### src/rtl/mem_pkg.sv
// Shared types and constants for the data-memory arbiter slice.
// Holds the arbiter state enum, the request bundle and the dmem size.
package mem_pkg;

    typedef enum logic [1:0] {
        ARB   = 2'd0,
        HOLD0 = 2'd1,
        HOLD1 = 2'd2
    } arb_state_t;

    typedef struct packed {
        logic        we;
        logic        be;
        logic [31:0] addr;
        logic [31:0] wdata;
    } mem_req_t;

    localparam int DMEM_WORDS = 64;

endpackage

### src/rtl/dmem_arbiter.sv
// Round-robin arbiter sharing single-port dmem between the CPU data port
// (requester 0) and the loader/DMA engine (requester 1), with bounded locks.
// Ports:
//   clk, reset            clock, async active-high reset
//   reqN/weN/beN          request, write enable, byte write per requester
//   addrN/wdataN/lockN    byte address, write data, hold-grant request
//   ackN                  combinational grant (access on dmem this cycle)
//   rvalidN/rdataN        registered read response, one cycle after ack
//   mem_we/mem_byte_enable/mem_a/mem_wd   muxed request to dmem
//   mem_rd                combinational read data from dmem
module dmem_arbiter
    import mem_pkg::*;
#(
    parameter int LOCK_MAX = 16
) (
    input  logic        clk,
    input  logic        reset,
    input  logic        req0,
    input  logic        req1,
    input  logic        we0,
    input  logic        we1,
    input  logic        be0,
    input  logic        be1,
    input  logic [31:0] addr0,
    input  logic [31:0] addr1,
    input  logic [31:0] wdata0,
    input  logic [31:0] wdata1,
    input  logic        lock0,
    input  logic        lock1,
    output logic        ack0,
    output logic        ack1,
    output logic        rvalid0,
    output logic        rvalid1,
    output logic [31:0] rdata0,
    output logic [31:0] rdata1,
    output logic        mem_we,
    output logic        mem_byte_enable,
    output logic [31:0] mem_a,
    output logic [31:0] mem_wd,
    input  logic [31:0] mem_rd
);

    localparam int CW = $clog2(LOCK_MAX + 1);

    arb_state_t  fsm_q, fsm_d;
    logic        last_q, last_d;
    logic [CW-1:0] cnt_q, cnt_d, cnt_inc;
    logic        rvalid0_q, rvalid1_q;
    logic [31:0] rdata0_q, rdata1_q;

    logic        gnt0, gnt1, gnt, lock_g;
    mem_req_t    r0, r1, sel;

    assign r0 = '{we: we0, be: be0, addr: addr0, wdata: wdata0};
    assign r1 = '{we: we1, be: be1, addr: addr1, wdata: wdata1};

    always_comb begin
        gnt0    = 1'b0;
        gnt1    = 1'b0;
        fsm_d   = ARB;
        cnt_d   = '0;
        last_d  = last_q;
        sel     = '0;
        unique case (fsm_q)
            ARB: begin
                // last_q=1 means requester 0 wins a contested cycle
                if (req0 && (!req1 || last_q)) gnt0 = 1'b1;
                else if (req1)                  gnt1 = 1'b1;
            end
            HOLD0:   gnt0 = req0;
            HOLD1:   gnt1 = req1;
            default: ;
        endcase
        if (reset) begin
            gnt0 = 1'b0;
            gnt1 = 1'b0;
        end
        gnt     = gnt0 | gnt1;
        lock_g  = gnt1 ? lock1 : lock0;
        cnt_inc = (fsm_q == ARB) ? CW'(1) : cnt_q + CW'(1);
        if (gnt) begin
            sel    = gnt1 ? r1 : r0;
            last_d = gnt1;
            if (lock_g && (cnt_inc < CW'(LOCK_MAX))) begin
                fsm_d = gnt1 ? HOLD1 : HOLD0;
                cnt_d = cnt_inc;
            end
        end
    end

    assign ack0            = gnt0;
    assign ack1            = gnt1;
    assign mem_we          = sel.we;
    assign mem_byte_enable = sel.be;
    assign mem_a           = sel.addr;
    assign mem_wd          = sel.wdata;

    always_ff @(posedge clk or posedge reset) begin
        if (reset) begin
            fsm_q     <= ARB;
            last_q    <= 1'b1;
            cnt_q     <= '0;
            rvalid0_q <= 1'b0;
            rvalid1_q <= 1'b0;
            rdata0_q  <= '0;
            rdata1_q  <= '0;
        end else begin
            fsm_q     <= fsm_d;
            last_q    <= last_d;
            cnt_q     <= cnt_d;
            rvalid0_q <= gnt0 & ~we0;
            rvalid1_q <= gnt1 & ~we1;
            if (gnt0 && !we0) rdata0_q <= mem_rd;
            if (gnt1 && !we1) rdata1_q <= mem_rd;
        end
    end

    assign rvalid0 = rvalid0_q;
    assign rvalid1 = rvalid1_q;
    assign rdata0  = rdata0_q;
    assign rdata1  = rdata1_q;

endmodule

### config.mk
export PLATFORM = sky130hd
export DESIGN_NAME = dmem_arbiter
export DESIGN_NICKNAME = d
export VERILOG_FILES = /design/src/rtl/mem_pkg.sv /design/src/rtl/dmem_arbiter.sv
export SDC_FILE = /design/constraint.sdc
export NUM_CORES = 1
export LEC_CHECK = 0
export CAP_MARGIN = 20
export CORE_AREA = 2 2 118 120
export DETAILED_ROUTE_END_ITERATION = 10
export DIE_AREA = 0 0 120 122
export PLACE_DENSITY_LB_ADDON = 0.1
export REMOVE_ABC_BUFFERS = 1
export SYNTH_ARGS = -nofsm -noshare
export SYNTH_HDL_FRONTEND = slang
export SYNTH_SLANG_ARGS = --single-unit
### constraint.sdc
create_clock -name clk -period 6.3 [get_ports clk]
set_clock_uncertainty 0.15 [all_clocks]
set_input_delay 1.26 -clock clk [delete_from_list [all_inputs] [get_ports clk]]
set_output_delay 1.26 -clock clk [all_outputs]
set_load 0.05 [all_outputs]
# Word level (Yosys, flattened, before mapping)
# Cells that the tools add are included.
op_classes:
  order_cmp: 1
  n_bitwise: 5
  mux: 16
  n_reduce_logical: 9
  addsub: 1
  n_eq_ne: 2
ops:
  columns: ["operator", "count"]
  rows:
  - ["two-way mux 66 bit", 2]
  - ["two-way mux 5 bit", 3]
  - ["two-way mux 1 bit", 6]
  - ["two-way mux 2 bit", 3]
  - ["adder 5 x 1 -> 5 bit, second input constant", 1]
  - ["< comparator 5 bit, second input constant", 1]
  - ["logical AND 1 bit", 4]
  - ["case mux 1 bit (2 select lines)", 2]
  - ["zero test 1 bit", 3]
  - ["AND 1 bit", 2]
  - ["equality test 2 x 1 -> 1 bit, second input constant", 1]
  - ["equality test 2 bit, second input constant", 1]
  - ["zero test 2 bit", 1]
  - ["NOT 1 bit", 2]
  - ["logical OR 1 bit", 1]
  - ["bitwise OR 1 bit", 1]
totals:
  out_inout_bits: 134
  wordCells: 41
  regBits: 74

# Logic depth before layout (Yosys ltp)
# Gate-level depths: netlist of the first run.
logic_depth:
  depth_word: 10
  ltp_mapped: 6

# Worst setup path before layout of the first run
# No wires, ideal clock.
synth_path:
  path_type: "in2out"
  startpoint: "in reset"
  endpoint: "out mem_a[10]"
  required_time_ns: 4.890
  path_stages: 5
  slack_ns: 1.922
  arrival_ns: 2.968
  cell_sequence: "nor3b_1 > buf_2 > clkbuf_1 > nand3_1 > a21oi_1"
synth_between:
  elab_chain_len: 3
synth_rtl:
  columns: ["element", "line", "source"]
  rows:
  - ["from (decl)", "dmem_arbiter.sv:17", "input logic reset,"]
  - ["two-way mux 1 bit", "dmem_arbiter.sv:74", "if (reset) begin"]
  - ["two-way mux 66 bit / bitwise OR 1 bit (equally long branches)", "dmem_arbiter.sv:82, dmem_arbiter.sv:78", null]
  - ["two-way mux 66 bit (*)", "dmem_arbiter.sv:81", "if (gnt) begin"]
  - ["to (decl)", "dmem_arbiter.sv:38", "output logic [31:0] mem_a,"]
# Every way passes the cells marked *; elsewhere a longest branch is shown, timed or not.

# Worst setup path in the final report of the first run
layout_path:
  startpoint: "in reset"
  endpoint: "out mem_a[2]"
# Same word-level chain as after synthesis.

==> key figures, run 1 <==
STA
  • RSZ-0062 raised after global routing: false
  • Final Cycle Share: a little over 80%
  • Hold Fails Final Rpt: 0
  • Slew HR: a little under two fifths
  • Setup TNS: 0 ns
  • Actual transition at the worst max-transition pin: ~0.94 ns
  • Final setup fails: 0
  • Fin crit period: about 5.2 ns
  • Final Max Slew Viols: 0
  • Fmax: ~190 MHz
  • Final worst setup slack: around 1.1 ns

Clock tree
  • Num Clock Sinks: 74
  • Quantity of hold-fixing buffers added after cts: 0
  • Worst skew pair latency: between 0.3 and 0.4 ns
  • CTS tree: built
  • Post-CTS Setup Repair Bufs: 0
  • H-tree depth: 3
  • Clock slew at reported path FFs: 0.05 ns
  • Post-CTS sizing: 0
  • CTS Buffer Depth: 2
  • CTS Root Cell: clkbuf_16
  • Num CTS Buffers: 9

Cells and area
  • Antenna diodes: 0
  • Core Util, Final: between 50% and 60%
  • Register area: 1853 um2
  • Filler cells: 1,206
  • Layout Nets: slightly below 900
  • Multi-input gate area: about 2000 um2
  • Area grow syn2layout: 86.09%
  • Share of layout cells above drive strength 1: 13.49%

Synth
  • Yosys cell types: 32
  • Mean Syn Cell Area: between 9 and 10 um2
  • Syn Inst Count: around 420
  • EDFF count, synth: 0
  • Largest cells by area after synthesis: dfrtp_1 (45%), mux2_2 (18%), nand3_1 (8.5%)
  • Ys flop type: dfrtp_1
  • Cell taking the most area after synthesis: dfrtp_1
  • Seq/Total Area, Yosys: between 40% and 50%
  • Share of the synthesized area in the top cell type: roughly 45%
  • Ys async rst share: 100.0%
  • Mapped Area: 4040 um2
  • FF+latch count, synth: 74
  • YS warnings: 0

Route
  • Via Count: approximately 4,400
  • Final wirelength: between 15 and 20 mm
  • DRT iter0 DRCs: roughly 290
  • Detail Route Antenna Nets: 0
  • WL/cell: 17.82 um
  • First-pass detailed-route iteration total: 4
  • Via/cell ratio: 4.995
  • Post-route DRC: 0

Placed design
  • Dpl hpwl: ~11 mm
  • GPL Wtd Cong: a little over 0.8
  • Pre-CTS setup slack: 0.6834 ns
  • IO buf count: between 300 and 400

Worst setup path
  • Crit path required time: between 4 and 5 ns
  • WP buf/inv: 4
  • Critical Path End Type: output pin
  • Startpoint types: input port
  • Reg-to-reg slack, setup: 3.62 ns
  • Largest fanout on the critical path: 56
  • Largest delay share family, worst path: buffers and inverters
  • Critical path type: in -> out
  • Critical path, cell by cell: clkdlybuf4s50_1 > or3b_2 > buf_12 > buf_4 > o21ai_0 > a21oi_1 > clkdlybuf4s50_1
  • Most frequent cell on the critical path: clkdlybuf4s50_1
  • CP max-delay cell: clkdlybuf4s50_1
  • Worst EP arrival: 3.82 ns
  • CP peak stage delay: around 0.70 ns

Floorplanning
  • Top Ports: 304
  • Initial Util: about 30%
  • Die H: between 100 and 150 um
  • Die W: ~120 um
  • Cell Rows: 43
  • Die area: between 10,000 and 15,000 um2
  • Core Area: about 14,000 um2

Pwr
  • Combinational power share: between 50% and 60%
  • Power Total: ~2.3 mW
  • Net load switching power: roughly 0.96 mW
  • Peak supply drop: between 0.2 and 0.25 mV
  • Leakage Power: 2.852 nW
  • Pwr dens: just over 300 nW/um2
  • Sw Share: roughly two fifths
  • Sequential share of power: 28.0%
  • Int Power: ~1.4 mW
  • Clock share of power: a little over a fifth

Global route
  • Pin count of the biggest net entering global routing: 76
  • Vias in the first global route: about 4,300
  • GRT Resource Usage Total: 20.60%
  • Initial antenna violation count: 0
  • Gr ovfl total: 0
  • Global-route wire length before repair: 23.78 mm

Status
  • Outcome: complete, no violations

Flow run
  • Max-cap viol count: 0

Hold path
  • Worst hold path type: reg -> reg
cells in the final DEF, fill, tap and decap left out, types with 3 or more instances in the layout:
master           instances
clkdlybuf4s50_1        303
dfrtp_1                 73
o21ai_0                 69
nand3_1                 69
a21oi_1                 66
mux2_2                  64
clkbuf_16                9
buf_4                    7
a2111oi_0                4
inv_1                    3
clkbuf_1                 3
buf_12                   3
final timing paths:
check,startpoint,end,cells past startpoint
hold reg to reg,rdata0[31],rdata0[31],1
setup / recovery,reset,mem_a[2],7
max in group asynchronous,reset,rdata1[24],3
setup reg to reg,fsm_q[0],rdata1[9],6
hold / removal,rdata0[31],rdata0[31],1
min in group asynchronous,reset,rdata1[29],3
kinds of logic (layout without fill, tap and decap cells):
kind of cell	Yosys count	after routing	share of synthesized area, %
flip-flops	74	74	45.87
other	1	1	0.09282
AND/OR/NAND/NOR	81	81	10.87
multiplexers	65	65	18.09
XOR/XNOR	2	2	0.4336
adder cells (fa/ha/maj)	1	1	0.3096
buffers and inverters	48	333	5.295
AO/OA/AOI/OAI	147	147	19.05
routing by layer:
layer,global-route usage [%],up-vias,part of all wire (%)
met5,0,-,0
met4,5.662,0,1.4
met3,5.571,15,7.6
met2,37.04,180,52
met1,24.12,2131,39
li1,-,2090,-
cells in the mapped netlist, types with 2 or more instances:
library cell  count
o21ai_0          69
o21ai_1           2
clkbuf_1         29
dfrtp_1          73
buf_1             3
a21oi_1          66
mux2_2           64
buf_2             6
inv_1             4
a2111oi_0         4
nand2b_1          2
clkbuf_2          3
buf_6             3
nand3_1          69
nor3b_1           2
and3b_1           3
nor2_1            2
power groups by stage:
stage          clock network, mW  registers (mW)  logic (mW)
2_1_floorplan                  0            1.05       0.304
3_3_place_gp                   0           0.652        1.16
3_5_place_dp                   0           0.658        1.17
4_1_cts                    0.522           0.653        1.17
5_1_grt                    0.543           0.667        1.22
6_report                   0.502           0.651        1.17
state kept, by name, summed over array words and instances, names as in the netlist:
signal,cells
rdata0,32
rvalid1,1
last_q,1
fsm_q,2
cnt_q,5
rvalid0,1
rdata1,32
stage by stage:
stage	hold WS [ns]	cell area (um2)	std cells
after global routing	0.3643	7518	884
after global placement	0.3380	7179	866
after CTS	0.3568	7478	882
final	0.3534	7518	884
after floorplan	0.3437	3841	375
after detailed placement	0.3442	7179	866
area by class of cell:
cell class | count | share of cell area [%]
clock buffers | 14 | 3.511
clock inverters | 2 | 0.4660
inverters | 4 | 0.1997
multi-input cells | 297 | 26.34
flip-flops and latches | 74 | 24.65
well taps | 180 | 2.996
repair buffers | 313 | 41.84
Note: power is estimated with default switching activity, not from simulation.
==> inputs of run 2 (changes only) <==
CORE_AREA = 2 2 119 121   (was 2 2 118 120)
DIE_AREA = 0 0 121 123   (was 0 0 120 122)
clock period = 5.4 ns   (was 6.3 ns; I/O delays follow)
==> key figures, run 2 (synthesis results as in run 1) <==
Pwr
  • Leakage Power: 2.905 nW
  • Peak supply drop: 0.2953 mV
  • Pwr dens: around 360 nW/um2
  • Power Total: between 2 and 3 mW

Global route
  • Vias in the first global route: approximately 4,600
  • Initial antenna violation count: 0
  • Gr ovfl total: 0
  • GRT Resource Usage Total: 20.83%
  • Pin count of the biggest net entering global routing: between 70 and 80
  • Global-route wire length before repair: roughly 25 mm

Hold path
  • Hold depth: 1
  • HP Start: rdata0[1]
  • Hold endpoint: rdata0[1]
  • Worst hold path type: reg -> reg

STA
  • Final setup fails: 0
  • RSZ-0062 raised after global routing: false
  • Actual transition at the worst max-transition pin: between 1 and 1.5 ns
  • Slew HR: approximately 33%
  • Final Max Slew Viols: 0
  • Hold Fails Final Rpt: 0
  • Fin crit period: approximately 5.1 ns
  • Final worst setup slack: 0.3336 ns
  • Final Cycle Share: between 90% and 100%
  • Fmax: between 150 and 200 MHz

Worst setup path
  • Critical R2R Launch: fsm_q[1]
  • Critical Path End Type: output pin
  • Worst EP arrival: ~3.8 ns
  • Reg-to-reg slack, setup: between 2 and 2.5 ns
  • Critical Path Source: req0
  • R2R cell count: 5
  • Crit path required time: ~4.2 ns
  • Startpoint types: input port
  • Reg2reg end: rdata1[6]
  • Largest fanout on the critical path: 65
  • Critical path type: in -> out

Clock tree
  • Post-CTS Setup Repair Bufs: 0
  • Quantity of hold-fixing buffers added after cts: 0
  • Worst skew pair latency: roughly 0.32 ns
  • Clock slew at reported path FFs: about 0.050 ns
  • CTS tree: built
  • Num Clock Sinks: 74
  • Num CTS Buffers: 9
  • Post-CTS sizing: 0
  • H-tree depth: 3
  • CTS Buffer Depth: 2
  • CTS Root Cell: clkbuf_16

Placed design
  • IO buf count: between 300 and 400
  • Pre-CTS setup slack: 0.2974 ns
  • Dpl hpwl: between 10 and 15 mm
  • Placed insts: 868
  • GPL Wtd Cong: roughly 0.8

Cells and area
  • Antenna diodes: 0
  • Most common cell after layout, fill and taps aside: clkdlybuf4s50_1
  • Share of layout cells above drive strength 1: 17.35%
  • Layout Nets: 870
  • Most frequent cells in the layout: clkdlybuf4s50_1 (277), dfrtp_1 (73), o21ai_0 (69), nand3_1 (69), a21oi_1 (66)
  • Core Util, Final: a little over half
  • Area grow syn2layout: 84.95%
  • Non-Filler Instances: about 880

Route
  • Final wirelength: 16.36 mm
  • Via Count: about 4,500
  • Post-route DRC: 0
  • First-pass detailed-route iteration total: 4
  • WL/cell: between 15 and 20 um
  • Detail Route Antenna Nets: 0
  • DRT iter0 DRCs: between 300 and 400
  • Via/cell ratio: between 5 and 6

Floorplanning
  • Cell Rows: 43
  • Core Area: approximately 14,000 um2
  • Die W: ~120 um
  • Top Ports: 304
  • Die area: 14,880 um2
  • Initial Util: between 20 and 30%
  • Die H: approximately 120 um

Flow run
  • Max-cap viol count: 0

Status
  • Outcome: complete, no violations
[run 2: cell type report]
class                   count  area [um2]
flip-flops and latches     74        1853
clock inverters             2       35.03
fillers                  1250        6140
repair buffers            313        3093
multi-input cells         297        1981
well taps                 180       225.2
clock buffers              13       270.3
inverters                   4       15.01
[run 2: worst max-delay path: stages]
cell	delay, ns
clkdlybuf4s50_1	0.53
and3b_2	0.87
o21ai_0	0.26
a21oi_1	0.22
clkdlybuf4s50_1	0.83
[run 2: per-stage QoR]
step / hold slack, ns / cell area, um2 / TNS (ns)
floorplan: 0.3437 / 3841 / -111.12
global placement: 0.3396 / 7167 / 0
detailed placement: 0.3445 / 7167 / 0
CTS: 0.3565 / 7472 / 0
global route: 0.3676 / 7472 / 0
finish: 0.3520 / 7472 / 0
[run 2: power breakdown]
part / internal [mW] / switching, mW / total [mW]
Sequential: 0.690 / 0.0725 / 0.763
Clock: 0.392 / 0.206 / 0.597
Combinational: 0.513 / 0.852 / 1.37
[run 2: how the worst max path moves through the flow]
stage | to | slack, ns
2_1_floorplan | mem_a[0] | -1.63
3_3_place_gp | mem_a[30] | 0.42
3_5_place_dp | mem_byte_enable | 0.30
4_1_cts | mem_byte_enable | 0.29
5_1_grt | mem_byte_enable | 0.10
6_report | mem_byte_enable | 0.33
[run 2: routing by layer]
metal,wire (um),global-route usage (%)
met1,6295,23.68
met4,364,7.340
met2,8045,35.78
met3,1650,7.980
met5,0,0
